File: src/rtl/noc_pkg.sv
// Shared NoC types: flit format, flit labels and virtual-channel sizing.
package noc_pkg;

    localparam int VC_NUM_DEFAULT = 2;
    localparam int VC_SIZE        = $clog2(VC_NUM_DEFAULT);
    localparam int FLIT_DATA_W    = 16;

    typedef enum logic [1:0] {
        HEAD     = 2'd0,
        BODY     = 2'd1,
        TAIL     = 2'd2,
        HEADTAIL = 2'd3
    } flit_label_t;

    typedef struct packed {
        flit_label_t             flit_label;
        logic [VC_SIZE-1:0]      vc_id;
        logic [FLIT_DATA_W-1:0]  data;
    } flit_t;

    // HEAD and HEADTAIL both open a packet on an idle, claimed VC.
    function automatic logic is_head(input flit_label_t label);
        return (label == HEAD) || (label == HEADTAIL);
    endfunction

endpackage

File: src/rtl/vc_tx_state.sv
// Per-VC transmit bookkeeping: allocation (free) bit plus IDLE/ACTIVE packet FSM.
// Flags any protocol violation touching this VC in the current cycle.
module vc_tx_state
    import noc_pkg::*;
(
    input  logic        clk,
    input  logic        rst,
    input  logic        i_valid,
    input  logic        i_flit_tgt,
    input  flit_label_t i_flit_label,
    input  logic        i_on_off,
    input  logic        i_claim,
    input  logic        i_release,
    output logic        o_free,
    output logic        o_flit_ok,
    output logic        o_err
);

    typedef enum logic {
        ST_IDLE   = 1'b0,
        ST_ACTIVE = 1'b1
    } vc_state_t;

    vc_state_t r_state_reg;
    vc_state_t w_state_next;
    logic      r_free_reg;
    logic      w_free_next;
    logic      w_accept;
    logic      w_rel_err;
    logic      w_free_mid;

    // State and allocation bit register.
    always_ff @(posedge clk) begin
        if (rst) begin
            r_state_reg <= ST_IDLE;
            r_free_reg  <= 1'b1;
        end else begin
            r_state_reg <= w_state_next;
            r_free_reg  <= w_free_next;
        end
    end

    // Legality of the offered flit, claim/release handling and FSM transitions.
    always_comb begin
        w_state_next = r_state_reg;
        w_free_next  = r_free_reg;
        o_flit_ok    = 1'b0;
        o_err        = 1'b0;
        w_accept     = 1'b0;
        w_rel_err    = 1'b0;
        w_free_mid   = r_free_reg;

        // A packet may only open on a claimed, idle VC; BODY/TAIL need an open packet.
        if (is_head(i_flit_label)) begin
            o_flit_ok = ~r_free_reg & (r_state_reg == ST_IDLE);
        end else begin
            o_flit_ok = (r_state_reg == ST_ACTIVE);
        end

        w_accept = i_valid & i_flit_tgt & i_on_off & o_flit_ok;

        // Release is applied before a same-cycle claim; releasing a free or busy VC is refused.
        w_rel_err  = i_release & (r_free_reg | (r_state_reg == ST_ACTIVE));
        w_free_mid = r_free_reg | (i_release & ~w_rel_err);
        w_free_next = w_free_mid & ~i_claim;

        o_err = (i_valid & i_flit_tgt & ~o_flit_ok)
              | w_rel_err
              | (i_claim & ~w_free_mid);

        if (w_accept) begin
            case (i_flit_label)
                HEAD:    w_state_next = ST_ACTIVE;
                TAIL:    w_state_next = ST_IDLE;
                default: w_state_next = r_state_reg;
            endcase
        end
    end

    assign o_free = r_free_reg;

endmodule

File: src/rtl/output_link_tx.sv
// Output link transmitter: gates crossbar flits by downstream on/off and
// per-VC packet protocol, registers the link flit and a one-cycle error pulse.
module output_link_tx
    import noc_pkg::*;
#(
    parameter int VC_NUM = VC_NUM_DEFAULT
)
(
    input  logic              clk,
    input  logic              rst,
    input  logic              valid_i,
    input  flit_t             flit_i,
    output logic              ready_o,
    input  logic [VC_NUM-1:0] on_off_i,
    input  logic [VC_NUM-1:0] vc_claim_i,
    input  logic [VC_NUM-1:0] vc_release_i,
    output logic [VC_NUM-1:0] vc_free_o,
    output logic              valid_o,
    output flit_t             data_o,
    output logic              error_o
);

    logic [VC_NUM-1:0] w_tgt;
    logic [VC_NUM-1:0] w_flit_ok;
    logic [VC_NUM-1:0] w_vc_err;
    logic [VC_NUM-1:0] w_free;
    logic              w_claim_multi;
    logic              w_accept;

    logic              r_valid_reg;
    flit_t             r_data_reg;
    logic              r_error_reg;

    // More than one claim in a cycle is rejected as a whole.
    assign w_claim_multi = ($countones(vc_claim_i) > 1);

    generate
        for (genvar gi = 0; gi < VC_NUM; gi++) begin : g_vc
            assign w_tgt[gi] = (flit_i.vc_id == VC_SIZE'(gi));

            vc_tx_state u_vc_tx_state (
                .clk          (clk),
                .rst          (rst),
                .i_valid      (valid_i),
                .i_flit_tgt   (w_tgt[gi]),
                .i_flit_label (flit_i.flit_label),
                .i_on_off     (on_off_i[gi]),
                .i_claim      (vc_claim_i[gi] & ~w_claim_multi),
                .i_release    (vc_release_i[gi]),
                .o_free       (w_free[gi]),
                .o_flit_ok    (w_flit_ok[gi]),
                .o_err        (w_vc_err[gi])
            );
        end
    endgenerate

    assign ready_o  = ~rst & (|(w_tgt & on_off_i & w_flit_ok));
    assign w_accept = valid_i & ready_o;

    // Link register: flit forwarded unmodified one cycle after acceptance, held otherwise.
    always_ff @(posedge clk) begin
        if (rst) begin
            r_valid_reg <= 1'b0;
            r_data_reg  <= '0;
            r_error_reg <= 1'b0;
        end else begin
            r_valid_reg <= w_accept;
            if (w_accept) begin
                r_data_reg <= flit_i;
            end
            r_error_reg <= (|w_vc_err) | w_claim_multi;
        end
    end

    assign valid_o   = r_valid_reg;
    assign data_o    = r_data_reg;
    assign error_o   = r_error_reg;
    assign vc_free_o = w_free;

endmodule

File: config.mk
export PLATFORM = sky130hd
export DESIGN_NAME = output_link_tx
export DESIGN_NICKNAME = d
export VERILOG_FILES = /design/src/rtl/noc_pkg.sv /design/src/rtl/vc_tx_state.sv /design/src/rtl/output_link_tx.sv
export SDC_FILE = /design/constraint.sdc
export NUM_CORES = 1
export LEC_CHECK = 0
export CAP_MARGIN = 5
export CELL_PAD_IN_SITES_DETAIL_PLACEMENT = 0
export CELL_PAD_IN_SITES_GLOBAL_PLACEMENT = 1
export CORE_MARGIN = 5
export CORE_UTILIZATION = 30
export DETAILED_ROUTE_END_ITERATION = 10
export GPL_ROUTABILITY_DRIVEN = 1
export PLACE_DENSITY_LB_ADDON = 0.15
export SYNTH_ARGS = -nofsm -noshare
export SYNTH_HDL_FRONTEND = slang
export SYNTH_SLANG_ARGS = --single-unit
File: constraint.sdc
create_clock -name clk -period 2.23 [get_ports clk]
set_clock_uncertainty 0.1 [all_clocks]
set_input_delay 0.223 -clock clk [delete_from_list [all_inputs] [get_ports clk]]
set_output_delay 0.223 -clock clk [all_outputs]
set_load 0.05 [all_outputs]
# Word level (Yosys, flattened, before mapping)
# Index checks and enable logic that the tools add are counted.
[op_classes]
addsub = 1
n_lt_le_gt_ge = 1
n_eq_ne = 2
n_mux = 3
bitwise = 48
n_reduce_logical = 7
[op_table]
columns = ["cell", "count"]
rows = [
  ["AND 1 bit", 22],
  ["inverter 1 bit", 15],
  ["OR 1 bit", 9],
  ["AND 2 bit", 2],
  ["equality test 2 bit, second input constant", 2],
  ["AND reduction 2 bit", 2],
  ["OR reduction 2 bit", 2],
  ["adder 1 x 1 -> 2 bit", 1],
  ["> comparator 2 x 1 -> 1 bit, second input constant", 1],
  ["zero test 2 bit", 1],
  ["two-way mux 1 bit", 2],
  ["one-hot mux 1 bit (2 select lines)", 1],
  ["nonzero test 2 bit", 1],
  ["logical OR 1 bit", 1],
]
[totals]
register_bits = 25
in_bits = 28
out_inout_bits = 24
elab_cells = 71

# Longest topological paths before layout
[depth]
depth_word = 10
depth_mapped = 7
mapped_depth_nobuf = 6

# Hierarchy
# From an unflattened synthesis, not the netlist that was laid out.
[unflattened]
hier_cells = 115
hier_area_um2 = 1275.0
[by_module_without_submodules]
columns = ["module", "n_inst", "cells_each", "area_each_um2", "seq_area_each_um2"]
rows = [
  ["output_link_tx", 1, 75, 929.6, 420.4],
  ["vc_tx_state", 2, 20, 172.7, 40.0],
]

# Least setup slack after synthesis
# OpenSTA, ideal clock, no wires.
[synth_path]
kind = "input to register"
start = "input flit_i[17] in the netlist's numbering"
end = "register r_valid_reg, in the netlist valid_o"
setup_ns = 0.063
arrival_ns = 1.987
required_ns = 2.067
slack_ns = 0.080
path_stages = 6
path_buffers = 0
path_cell_list = "inv_1 ha_1 nor3_1 o211ai_1 a21oi_1 and2_1"
[synth_between]
elab_chain_len = 7
word_cells_on_any_way = 9
cone_classes = "eq/ne (1); mux (2); bitwise (3); reduce/logical (3)"
[synth_rtl]
columns = ["item", "line", "source"]
rows = [
  ["start, declared", "output_link_tx.sv:12", "input flit_t flit_i,"],
  ["equality test 2 bit / zero test 2 bit (equally long branches)", "noc_pkg.sv:23", "return (label == HEAD) || (label == HEADTAIL);"],
  ["logical OR 1 bit (*)", "noc_pkg.sv:23", ""],
  ["two-way mux 1 bit", "vc_tx_state.sv:54", "if (is_head(i_flit_label)) begin"],
  ["AND 2 bit (*)", "output_link_tx.sv:57", "assign ready_o = ~rst & (|(w_tgt & on_off_i & w_flit_ok));"],
  ["OR reduction 2 bit (*)", "output_link_tx.sv:57", ""],
  ["AND 1 bit (*)", "output_link_tx.sv:57", ""],
  ["net ready_o", "output_link_tx.sv:13", "output logic ready_o,"],
  ["AND 1 bit (*)", "output_link_tx.sv:58", "assign w_accept = valid_i & ready_o;"],
  ["end signal, assigned", "output_link_tx.sv:67", "r_valid_reg <= w_accept;"],
  ["end, declared", "output_link_tx.sv:30", "logic r_valid_reg;"],
]
# Mark *: on every way through the listed nets, which the timed path passes. The rest lies on a longest branch.
# A chain may end at the register's enable or synchronous reset.

# Worst setup path after layout
[layout_path]
start = "input flit_i[18] in the netlist's numbering"
end = "output ready_o"
[layout_between]
elab_chain_len = 6
word_cells_on_any_way = 8
cone_classes = "eq/ne (1); mux (2); bitwise (2); reduce/logical (3)"
[layout_rtl]
columns = ["item", "line"]
rows = [
  ["equality test 2 bit / zero test 2 bit (equally long branches)", "noc_pkg.sv:23"],
  ["logical OR 1 bit (*)", "noc_pkg.sv:23"],
  ["two-way mux 1 bit", "vc_tx_state.sv:54"],
  ["AND 2 bit (*)", "output_link_tx.sv:57"],
  ["OR reduction 2 bit (*)", "output_link_tx.sv:57"],
  ["AND 1 bit (*)", "output_link_tx.sv:57"],
  ["end, declared", "output_link_tx.sv:13"],
]
# Mark *: on every way between the ends. The rest lies on a longest branch, timed or not.

==> results.cfg <==
[outcome]
status = completed

[power_and_ir_drop]
p_switching_mw = 0.220
p_comb_frac = 0.184
p_seq_frac = 0.515
power.density_nw_per_um2 = 465
switching_share = 0.246
p_int_mw = 0.672
ir_worst_vdd_v = 0.000346
p_leak_nw = 0.820
clock_power_share = 0.301

[sta]
final-hold-violation-count = 0
fin_crit_sh = 0.965
slew_violations = 0
fin_crit_ns = 2.15
final.setup.tns_ns = 0
relSlewSlack = 0.656
setup_violations = 0
tightest_slew_ns = 0.514
fmax_ghz = 0.465

[worst_setup_path]
crit_slowest_cell = clkdlybuf4s50_1
criticalPathCategory = primary input to primary output
critPathRequiredTime_ns = 1.91
path_cells = clkdlybuf4s50_1, inv_1, ha_4, and2_1, buf_4, o211ai_1, a21oi_2, buf_12
max_stage_delay_ns = 0.49
startpoint_type = primary input
end_kind = primary output
worstPathMaxFanout = 4
cp.arrival_ns = 1.83

[logic_synthesis]
ys_warn_count = 0
ys_seq_area_frac = 0.410
synth.avg_cell_area_um2 = 9.84
synth.distinct_cells = 26
ys_ff_latch = 25
synth_cells = 124
synth_area_um2 = 1220
synth_fp_nets = 154

[detailed_routing]
drtIter0Drc = 48
ant_nets = 0
routed_via_density = 4.41
wl_per_cell_um = 12.7
routed-via-count = 1028
drc = 0
firstDrtPassIters = 4
finalWirelength_mm = 2.97

[die]
initial_core_util = 0.307
core_um2 = 3970
die_h_um = 73.8
die_area_um2 = 5440
num_rows = 23
die_w_um = 73.8
io_pins = 52

[clock_tree]
cts_root_buffer = clkbuf_8
cts_buffers = 3
postCtsSetupBuffers = 0
path_clk_slew_ns = 0.09
cts.htree.levels = 1
cts.sinks = 25
cts_tree = yes
clockBufferDepth = 2
insertion_delay_ns = 0.26

[final_layout]
layout-drive-gt1-share = 0.131
post_layout_nonfiller_instances = 233
final_cell_mix = clkdlybuf4s50_1 (50), nand2b_1 (36), dfxtp_1 (25)
layout_commonest_cell = clkdlybuf4s50_1
largest_reg_flops = 19
n_antenna_cell = 0
nets = 214
area_growth_pct = 57.1
final_core_util = 0.483

[worst_hold_path]
hold_path.class = flip-flop to flip-flop

[placement]
dp_hpwl_mm = 2.27
port_buffers = 51
gp_congestion = 0.845
dp_cells = 229

[global_routing]
track_usage = 0.110
grt_pass1_vias = 1062
grt_max_degree = 40
antenna_found_initial = 0
grt.overflow.total = 0
grt_pass1_wl_mm = 4.69

[job]
cap_violations = 0
-- through the flow --
stage	setup WS, ns	power, mW	hold WS [ns]	cell area (µm²)
final	0.0778	0.892	0.381	1920
after global routing	-0.00499	0.934	0.403	1920
after CTS	0.0160	0.903	0.389	1890
after detailed placement	-0.0803	0.628	0.371	1840
after global placement	-0.0288	0.625	0.361	1840
after floorplan	0.0805	0.547	0.245	1220
-- final cells by class --
class / count / area [µm²]
flip-flops and latches: 25 / 500
inverters: 4 / 15.0
clock buffers: 4 / 45.0
well taps: 50 / 62.6
fillers: 376 / 2050
multi-input cells: 88 / 691
repair buffers: 62 / 603
-- path summary, 6_finish.rpt --
path / from / slack [ns] / depth (start not counted) / end
worst min register to register: data_o[7]$_SDFFE_PP0P_ / 0.38 / 2 / data_o[7]$_SDFFE_PP0P_
worst max register to register: g_vc[0].u_vc_tx_state.r_state_reg$_SDFFE_PP0P_ / 0.65 / 6 / data_o[13]$_SDFFE_PP0P_
worst min-delay path: data_o[7]$_SDFFE_PP0P_ / 0.38 / 2 / data_o[7]$_SDFFE_PP0P_
worst max-delay path: flit_i[18] / 0.08 / 8 / ready_o
-- per-layer routing --
layer	global-route usage	routed length, µm	vias to the layer above	share of wire
met5	0	0	-	0
met4	0.0221	10	0	0.0034
met3	0.0424	235	2	0.079
met2	0.194	1490	28	0.50
met1	0.125	1240	465	0.42
li1	-	-	533	-
-- power by group through the flow --
stage	clock, mW	combinational (mW)	sequential [mW]
global placement	0	0.156	0.469
finish	0.268	0.164	0.459
global route	0.297	0.176	0.461
detailed placement	0	0.159	0.469
CTS	0.284	0.160	0.459
floorplan	0	0.0587	0.488
-- cell families (layout without fill, tap and decap cells) --
kind of cell,count (synthesis),count (layout),share of synthesized area
simple gates,48,48,0.258
flops,25,25,0.410
compound gates,20,20,0.114
mux,18,18,0.148
buf+inv,11,70,0.0492
fa+ha+maj,2,2,0.0205
-- critical path: cells and delay by family --
kind                       cells  cell delay [ns]
AOI/OAI and AO/OA              2             0.32
adders and majority gates      1             0.30
and+or+nand+nor                1             0.15
buffers and inverters          4             0.83
-- what timing repair did --
item	4_1_cts	5_1_grt
pin swaps	0	1
hold buffers	0	0
gates resized for setup	2	4
setup endpoints to repair	1	1
hold endpoints to repair	0	0
-- Yosys cell counts (all sizes together) --
| cell type | instances | share of area |
|---|---|---|
| nand2b | 36 | 0.18 |
| dfxtp | 25 | 0.41 |
| mux2i | 18 | 0.15 |
| a21oi | 6 | 0.025 |
| o21ai | 5 | 0.021 |
| clkbuf | 4 | 0.012 |
| inv | 4 | 0.012 |
| buf | 3 | 0.025 |
| nor2b | 3 | 0.015 |
| a211oi | 2 | 0.012 |
| and2 | 2 | 0.010 |
| ha | 2 | 0.021 |
| nor2 | 2 | 0.019 |
| o21bai | 2 | 0.012 |
| a31oi | 1 | 0.0051 |
| and3b | 1 | 0.0072 |
| nand2 | 1 | 0.0031 |
| nand3 | 1 | 0.0041 |
| nor3 | 1 | 0.0041 |
| nor4 | 1 | 0.010 |
| o2111a | 1 | 0.010 |
| o211a | 1 | 0.014 |
| o211ai | 1 | 0.0062 |
| o21ba | 1 | 0.0082 |
No activity file was read; power rests on OpenSTA's default activity.
==> variant: new RTL, same settings <==
Remove the register `r_error_reg`: a continuous assignment takes its place, so the output `error_o` follows one clock earlier.
--- a/src/rtl/output_link_tx.sv
+++ b/src/rtl/output_link_tx.sv
@@ -63,5 +63,4 @@
             r_valid_reg <= 1'b0;
             r_data_reg  <= '0;
-            r_error_reg <= 1'b0;
         end else begin
             r_valid_reg <= w_accept;
@@ -69,7 +68,8 @@
                 r_data_reg <= flit_i;
             end
-            r_error_reg <= (|w_vc_err) | w_claim_multi;
         end
     end
+
+    assign r_error_reg = (|w_vc_err) | w_claim_multi;
 
     assign valid_o   = r_valid_reg;
Function: changed (Yosys sat finds a counterexample within 4 cycles, from zero or initial values and one cycle with rst high).
==> variant against the original RTL <==
  * Synthesized cell count shrank 0.81%
  * Critical endpoint unchanged
  * Critical path type unchanged
  * Setup slack gained 0.038 ns
  * Sequential cell count shrank 1
  * Maximum frequency grew 1.8%
  * Wire length shrank 0.74%
  * Highest routed layer unchanged
  * Total power grew 1.3%
  * Utilization grew 1.0 points
  * Final area grew 1.4%
  * Sequential share of layout area shrank 1.4 points
  * Synthesized area shrank 1.7%
  * Worst hold slack lost 0.19 ns
  * Sequential power shrank 4%
  * Via count shrank 0.78%
==> variant: results (changes against the original RTL) <==
- DRC marker count from the first detailed-route iteration: 23 (was 48)
* Area Growth Syn to Fin: 62.1% (was 57.1%)
- The critical path data arrival time came to 1.79 ns (was 1.83 ns).
* Count of nets after finishing: 211 (was 214)
- Highest ir drop seen on vdd: 0.223 mV (was 0.346 mV)
- The combined global-route utilization of all metal layers is 11.2% (was 11.0%).
- Filler-free cell count of the finished design: 230 (was 233)
- Antenna cells: 0 (unchanged)
- Share of post-route cells with drive strength above 1: 15.0% (was 13.1%)
* Number of distinct standard cells referenced by the synthesized netlist: 25 (was 26)
* Syn nets: 153 (was 154)
- Headroom to the max-slew limit: 65.2% (was 65.6%)
- The total detailed-routing wirelength is 2.95 mm (was 2.97 mm).
* Via count of the first global-routing pass: 1051 (was 1062)
* Avg Synthesized Cell Area: 9.75 um^2 (was 9.84 um^2)
* Leading cell types by count after synthesis: nand2b_1, dfxtp_1, mux2i_1 (unchanged)
- Most area-consuming cells after synthesis: dfxtp_1, nand2b_1, mux2i_1 (unchanged)
- The average via count per standard cell came to 4.43 (was 4.41).
* Leakage component of the power: 0.834 nW (was 0.820 nW)
* Result of the run: complete, no violations (unchanged)
* CTS root buf: clkbuf_8 (unchanged)
- Sequential cell area fraction in the yosys report: 40.1% (was 41.0%)
- Global placement routability congestion: 0.899 (was 0.845)
- The pin count of the biggest net entering global routing was 24 (was 40).
* Fill count: 358 (was 376)
- Final HPWL from detailed placement: 2.34 mm (was 2.27 mm)
- The worst min-delay path category is in2reg (was reg2reg).
- Setup slack at placement: -0.149 ns (was -0.0803 ns)
* Global-route wire length before repair: 4.80 mm (was 4.69 mm)
[variant: cell count changes in the layout (fill, tap and decap cells not counted), sizes merged]
cell / before / now
buf: 12 / 11
clkdlybuf4s50: 50 / 48
dlymetal6s2s: 0 / 1
dfxtp: 25 / 24
a31oi: 1 / 0
nand3: 1 / 2
[variant: power breakdown]
| group | internal, mW | switching [mW] |
|---|---|---|
| sequential | 0.435 | 0.00560 |
| clock | 0.157 | 0.137 |
| combinational | 0.0942 | 0.0745 |
[variant: worst paths after layout]
| kind | start | endpoint | slack [ns] | cells after the start |
|---|---|---|---|---|
| setup / recovery | flit_i[18] | ready_o | 0.12 | 7 |
| hold / removal | flit_i[17] | data_o[17]$_SDFFE_PP0P_ | 0.19 | 3 |
| setup reg to reg | g_vc[0].u_vc_tx_state.r_state_reg$_SDFFE_PP0P_ | data_o[9]$_SDFFE_PP0P_ | 0.60 | 6 |
| hold reg to reg | data_o[4]$_SDFFE_PP0P_ | data_o[4]$_SDFFE_PP0P_ | 0.38 | 2 |
[variant: area by class of cell]
class                           count  area (um^2)  share of cell area (%)
Multi-Input combinational cell     88          704                    36.3
Timing Repair Buffer               60          626                    32.2
Sequential cell                    24          480                    24.7
Tap cell                           50         62.6                    3.22
Clock buffer                        4         55.1                    2.83
Inverter                            4         15.0                   0.773
[variant: cell families (layout without fill, tap and decap cells)]
family                   count (synthesis)  after routing  share of synthesized area, %
AND/OR/NAND/NOR                         49             49                          26.7
AO/OA/AOI/OAI                           19             19                          11.1
adder cells (fa/ha/maj)                  2              2                          2.09
multiplexers                            18             18                          15.0
flip-flops                              24             24                          40.1
buffers and inverters                   11             68                          5.01
[variant: critical path: stages]
cell and delay [ns]:
clkdlybuf4s50_1 0.49, inv_1 0.07, ha_4 0.31, and3b_2 0.24, o21ai_2 0.07, a21oi_2 0.22
buf_12 0.17
[variant: stage by stage]
stage	hold WS [ns]	instance area [um^2]
after floorplan	0.245	1200
after global placement	0.360	1840
after detailed placement	0.371	1840
after CTS	0.383	1920
after global routing	0.208	1940
final	0.191	1940
[variant: metal layers]
layer  track usage, %  part of all wire (%)
met4             3.28                  0.78
met3             3.58                   6.9
met2             19.3                    50
met5                0                     0
met1             13.3                    42
[variant: repair_timing]
| item | CTS | global route |
|---|---|---|
| gates cloned | 0 | 0 |
| pin swaps | 0 | 3 |
| resized for setup | 4 | 8 |
| setup endpoints to repair | 2 | 2 |
